File: config.mk
export PLATFORM = sky130hd
export DESIGN_NAME = mem_access_ctrl_flat
export DESIGN_NICKNAME = d
export VERILOG_FILES = /design/src/rtl/mem_access_ctrl_if.sv /design/src/rtl/mem_access_ctrl.sv /design/src/flat_wrapper.sv
export SDC_FILE = /design/constraint.sdc
export NUM_CORES = 1
export LEC_CHECK = 0
export CAP_MARGIN = 0
export CELL_PAD_IN_SITES_DETAIL_PLACEMENT = 1
export CELL_PAD_IN_SITES_GLOBAL_PLACEMENT = 2
export CORE_AREA = 3 3 87 89
export CTS_BUF_LIST = sky130_fd_sc_hd__clkbuf_4
export DETAILED_ROUTE_END_ITERATION = 10
export DIE_AREA = 0 0 90 92
export GPL_TIMING_DRIVEN = 0
export PLACE_DENSITY = 0.77
export SYNTH_ARGS = -nofsm -noshare
export SYNTH_HDL_FRONTEND = slang
export SYNTH_SLANG_ARGS = --single-unit
File: constraint.sdc
create_clock -name Clock -period 1.8 [get_ports Clock]
set_clock_uncertainty 0.05 [all_clocks]
set_input_delay 0.36 -clock Clock [delete_from_list [all_inputs] [get_ports Clock]]
set_output_delay 0.36 -clock Clock [all_outputs]
set_load 0.1 [all_outputs]
File: src/rtl/mem_access_ctrl_if.sv
// mem_access_ctrl_if: requester handshake and memory-side bus of mem_access_ctrl
interface mem_access_ctrl_if #(
  parameter int ADDR_W = 6,
  parameter int DATA_W = 16
);
  logic              req_valid;
  logic              req_ready;
  logic              req_we;
  logic [ADDR_W-1:0] req_addr;
  logic [DATA_W-1:0] req_wdata;
  logic              rsp_valid;
  logic [DATA_W-1:0] rsp_rdata;
  logic              busy;
  logic [ADDR_W-1:0] mem_address;
  logic [DATA_W-1:0] mem_data;
  logic              mem_wren;
  logic [DATA_W-1:0] mem_q;

  modport slave (
    input  req_valid, req_we, req_addr, req_wdata, mem_q,
    output req_ready, rsp_valid, rsp_rdata, busy, mem_address, mem_data, mem_wren
  );

  modport master (
    output req_valid, req_we, req_addr, req_wdata, mem_q,
    input  req_ready, rsp_valid, rsp_rdata, busy, mem_address, mem_data, mem_wren
  );
endinterface

File: src/rtl/mem_access_ctrl.sv
// mem_access_ctrl: single-outstanding request controller for a synchronous RAM with fixed read latency
module mem_access_ctrl #(
  parameter int ADDR_W = 6,
  parameter int DATA_W = 16,
  parameter int RD_LAT = 2
) (
  input  logic               Clock,
  input  logic               Resetn,
  mem_access_ctrl_if.slave   bus
);
  localparam logic [1:0] IDLE    = 2'd0;
  localparam logic [1:0] WR      = 2'd1;
  localparam logic [1:0] RD_WAIT = 2'd2;
  localparam logic [2:0] LAT     = 3'(RD_LAT);

  logic [1:0]        state_q, state_d;
  logic [2:0]        cnt_q, cnt_d;
  logic              we_q, we_d;
  logic [ADDR_W-1:0] addr_q, addr_d;
  logic [DATA_W-1:0] data_q, data_d;
  logic [DATA_W-1:0] rdata_q, rdata_d;
  logic              rsp_q, rsp_d;
  logic              accept, rd_done;

  // next state: accept only in IDLE, a write takes one edge, a read waits RD_LAT edges
  always_comb begin
    accept  = bus.req_valid && state_q == IDLE;
    rd_done = state_q == RD_WAIT && cnt_q == 3'd1;
    state_d = accept ? (bus.req_we ? WR : RD_WAIT)
            : (state_q == WR || rd_done || state_q == 2'd3) ? IDLE : state_q;
    cnt_d   = (accept && !bus.req_we) ? LAT : state_q == RD_WAIT ? cnt_q - 3'd1 : cnt_q;
    we_d    = accept ? bus.req_we : we_q;
    addr_d  = accept ? bus.req_addr : addr_q;
    data_d  = accept ? bus.req_wdata : data_q;
    rdata_d = rd_done ? bus.mem_q : rdata_q;
    rsp_d   = state_q == WR || rd_done;
  end

  // state registers, cleared asynchronously so an in-flight access is dropped without a response
  always_ff @(posedge Clock or negedge Resetn) begin
    if (!Resetn) begin
      state_q <= IDLE;
      cnt_q   <= '0;
      we_q    <= 1'b0;
      addr_q  <= '0;
      data_q  <= '0;
      rdata_q <= '0;
      rsp_q   <= 1'b0;
    end else begin
      state_q <= state_d;
      cnt_q   <= cnt_d;
      we_q    <= we_d;
      addr_q  <= addr_d;
      data_q  <= data_d;
      rdata_q <= rdata_d;
      rsp_q   <= rsp_d;
    end
  end

  assign bus.req_ready   = state_q == IDLE;
  assign bus.busy        = state_q != IDLE;
  assign bus.rsp_valid   = rsp_q;
  assign bus.rsp_rdata   = rdata_q;
  assign bus.mem_address = addr_q;
  assign bus.mem_data    = data_q;
  assign bus.mem_wren    = state_q == WR && we_q;
endmodule
File: src/flat_wrapper.sv
// flat-port wrapper written by rule: the top's interface ports become plain ports
module mem_access_ctrl_flat 
#(
  parameter int ADDR_W = 6,
  parameter int DATA_W = 16,
  parameter int RD_LAT = 2
)
  (Clock, Resetn, bus_req_valid, bus_req_we, bus_req_addr, bus_req_wdata, bus_mem_q, bus_req_ready, bus_rsp_valid, bus_rsp_rdata, bus_busy, bus_mem_address, bus_mem_data, bus_mem_wren);
  mem_access_ctrl_if #(.ADDR_W(ADDR_W), .DATA_W(DATA_W)) bus_i ();
  input  logic Clock;
  input  logic Resetn;
  input wire logic [$bits(bus_i.req_valid)-1:0] bus_req_valid;
  input wire logic [$bits(bus_i.req_we)-1:0] bus_req_we;
  input wire logic [$bits(bus_i.req_addr)-1:0] bus_req_addr;
  input wire logic [$bits(bus_i.req_wdata)-1:0] bus_req_wdata;
  input wire logic [$bits(bus_i.mem_q)-1:0] bus_mem_q;
  output wire logic [$bits(bus_i.req_ready)-1:0] bus_req_ready;
  output wire logic [$bits(bus_i.rsp_valid)-1:0] bus_rsp_valid;
  output wire logic [$bits(bus_i.rsp_rdata)-1:0] bus_rsp_rdata;
  output wire logic [$bits(bus_i.busy)-1:0] bus_busy;
  output wire logic [$bits(bus_i.mem_address)-1:0] bus_mem_address;
  output wire logic [$bits(bus_i.mem_data)-1:0] bus_mem_data;
  output wire logic [$bits(bus_i.mem_wren)-1:0] bus_mem_wren;
  assign bus_i.req_valid = bus_req_valid;
  assign bus_i.req_we = bus_req_we;
  assign bus_i.req_addr = bus_req_addr;
  assign bus_i.req_wdata = bus_req_wdata;
  assign bus_i.mem_q = bus_mem_q;
  assign bus_req_ready = bus_i.req_ready;
  assign bus_rsp_valid = bus_i.rsp_valid;
  assign bus_rsp_rdata = bus_i.rsp_rdata;
  assign bus_busy = bus_i.busy;
  assign bus_mem_address = bus_i.mem_address;
  assign bus_mem_data = bus_i.mem_data;
  assign bus_mem_wren = bus_i.mem_wren;
  mem_access_ctrl #(.ADDR_W(ADDR_W), .DATA_W(DATA_W), .RD_LAT(RD_LAT)) u_core (.Clock(Clock), .Resetn(Resetn), .bus(bus_i));
endmodule
==> metrics.txt <==
Final setup viols=0; Skew-Pair Late Insertion Delay=0.35 ns; post-synthesis sequential area ratio=roughly three fifths; Vias=between 1000 and 1500; initial antenna violation count=0; Hold WS=0.3664 ns; top cells by area, synth=dfrtp_1, mux2_4, mux2_2, buf_6, ha_1; Tcrit/Tclk final=approximately 96%; final hold violation count=0; Routed WL=4.498 mm; CTS clk-pin slew, worst paths=around 0.13 ns; slowest CP cell=clkdlybuf4s15_2; DRC errors left=0; clk sinks=45; commonest non-fill, non-tap cell in the layout=dfrtp_1; fin. max-slew vios=0; first-pass GRT wire length=7.245 mm; clock tree buffer depth=2; Finished Layout Cells=around 300; floorplan core area=around 0.007 sq mm; Die Wd=roughly 90 microns; commonest cells after routing, fill and taps aside=dfrtp_1, clkdlybuf4s50_1, clkdlybuf4s15_2; HPWL Detailed=about 3.4 mm; Startpoint Class=flop; largest net degree at the start of global routing=34; WL per Instance=about 15 microns; Port Buffers=83; CP cell instances=clkdlybuf4s15_2; DRT Pass-1 Iters=3; Slew @ Worst Pin=approximately 0.57 ns; Slew headroom=between 60% and 70%; Yosys cell types=18; WP data arrival=1.32 ns; yosys synthesis warning count=0; Post-Place Cells=~300; top cell type's share of synthesized area=between 50% and 60%; Crit path largest cell delay=0.57 ns; post-placement cell area=roughly 0.0029 sq mm; status=finished clean; RSZ-0062 raised after global routing=false; Worst Hold Class=in2async; root buffer cell=clkbuf_4; total grt overflow=0; Post-Syn Nets=159; Yosys reg bits=between 40 and 50; synth-to-layout area growth=60.04%; diode count=0; CTS buffer count=5; Die Ht=slightly above 90 microns; post-synth top area cell=dfrtp_1; layout cells sized above 1=between 40% and 50%; WP data required=~1.4 ns; std cell rows=30; initial DRC count=19; H-tree Lvls=2; final core utilization=44.38%; crit path kind=reg2out; cell area after layout=0.003032 sq mm; fin crit period=around 1.7 ns; max_cap viols=0; Post-Syn Area=about 0.0019 sq mm; Post-Synthesis Cells=about 120; maximum fanout along the worst path=2; Top Family by Delay on Critical Path=buffers and inverters; die area=between 0.008 and 0.009 sq mm; Initial Utilization=roughly 28%; CTS tree=yes; number of global-route vias before repair=approximately 1400; vias per cell=4.073; placer congestion estimate=around 0.66; Mean Syn Cell Area=around 16 sq um; top-level I/O count=84; achievable frequency=579.4 MHz; Setup crit end kind=output pin; setup bufs post-CTS=0; Tot GR Track Use=between 10 and 15%; CP bufs+invs=1; nets@finish=250; Final ANT Viol Nets=0
==> per-layer routing <==
metal	share of wire (%)	global-route usage [%]	vias up
li1	-	-	572
met2	51	19.10	33
met3	3.5	2.953	6
met5	0	0	-
met4	1.3	3.444	0
met1	44	13.64	623
==> final timing paths <==
check | start | end | slack [ns] | cells after the start
min reg2reg | u_core.cnt_q[0] | u_core.cnt_q[0] | 0.47 | 1
min in group Clock | u_core.cnt_q[0] | u_core.cnt_q[0] | 0.47 | 1
max in group asynchronous | Resetn | u_core.state_q[0] | 0.85 | 3
min | Resetn | u_core.bus.rsp_rdata[5] | 0.37 | 2
max reg2reg | u_core.cnt_q[1] | u_core.bus.rsp_rdata[2] | 0.13 | 6
max | u_core.bus.rsp_rdata[7] | bus_rsp_rdata[7] | 0.07 | 1
==> sequential cells by signal (all words and copies together) (netlist names) <==
register / count
u_core.bus.mem_address: 6
u_core.bus.mem_data: 16
u_core.bus.rsp_rdata: 16
u_core.bus.rsp_valid: 1
u_core.cnt_q: 3
u_core.state_q: 2
u_core.we_q: 1
==> through the flow <==
stage / TNS [ns] / setup WS [ns]
4_1_cts: 0 / 0.02187
5_1_grt: 0 / 0.002506
2_1_floorplan: -2.914 / -0.1389
3_3_place_gp: -51.02 / -1.211
6_report: 0 / 0.07413
3_5_place_dp: -4.278 / -0.4710
==> synth_stat cells <==
library cell / number
a21o_1: 1
a21oi_1: 3
a2bb2oi_1: 1
and2_1: 1
and2_4: 1
and3_1: 2
buf_6: 5
dfrtp_1: 45
ha_1: 2
inv_1: 6
mux2_2: 11
mux2_4: 29
nand2b_1: 1
nor2_1: 2
nor2_2: 1
nor2b_1: 2
nor3b_1: 1
o22ai_1: 1
==> area by class of cell <==
type	instances	area (sq um)
Multi-Input combinational cell	59	704.4
Inverter	6	22.52
Buffer	4	45.04
Tap cell	96	120.1
Timing Repair Buffer	85	909.6
Fill cell	708	3800
Clock inverter	3	65.06
Sequential cell	45	1127
Clock buffer	5	37.54
==> cell families (layout without fill, tap and decap cells) <==
family,count (synthesis),in the layout,share of synthesized area (%)
flops,45,45,59.45
mux,40,40,29.52
simple gates,11,11,3.568
buf+inv,11,103,4.161
compound gates,6,6,1.982
fa+ha+maj,2,2,1.321
==> what timing repair did <==
action | in CTS | in global routing
hold buffers | 1 | 0
hold endpoints to repair | 12 | 0
cloned | 0 | 0
setup endpoints to repair | 51 | 11
gates resized for setup | 139 | 2
Power is not shown: default switching activity piles up to over one toggle a cycle in this logic, so the estimate is an artifact.
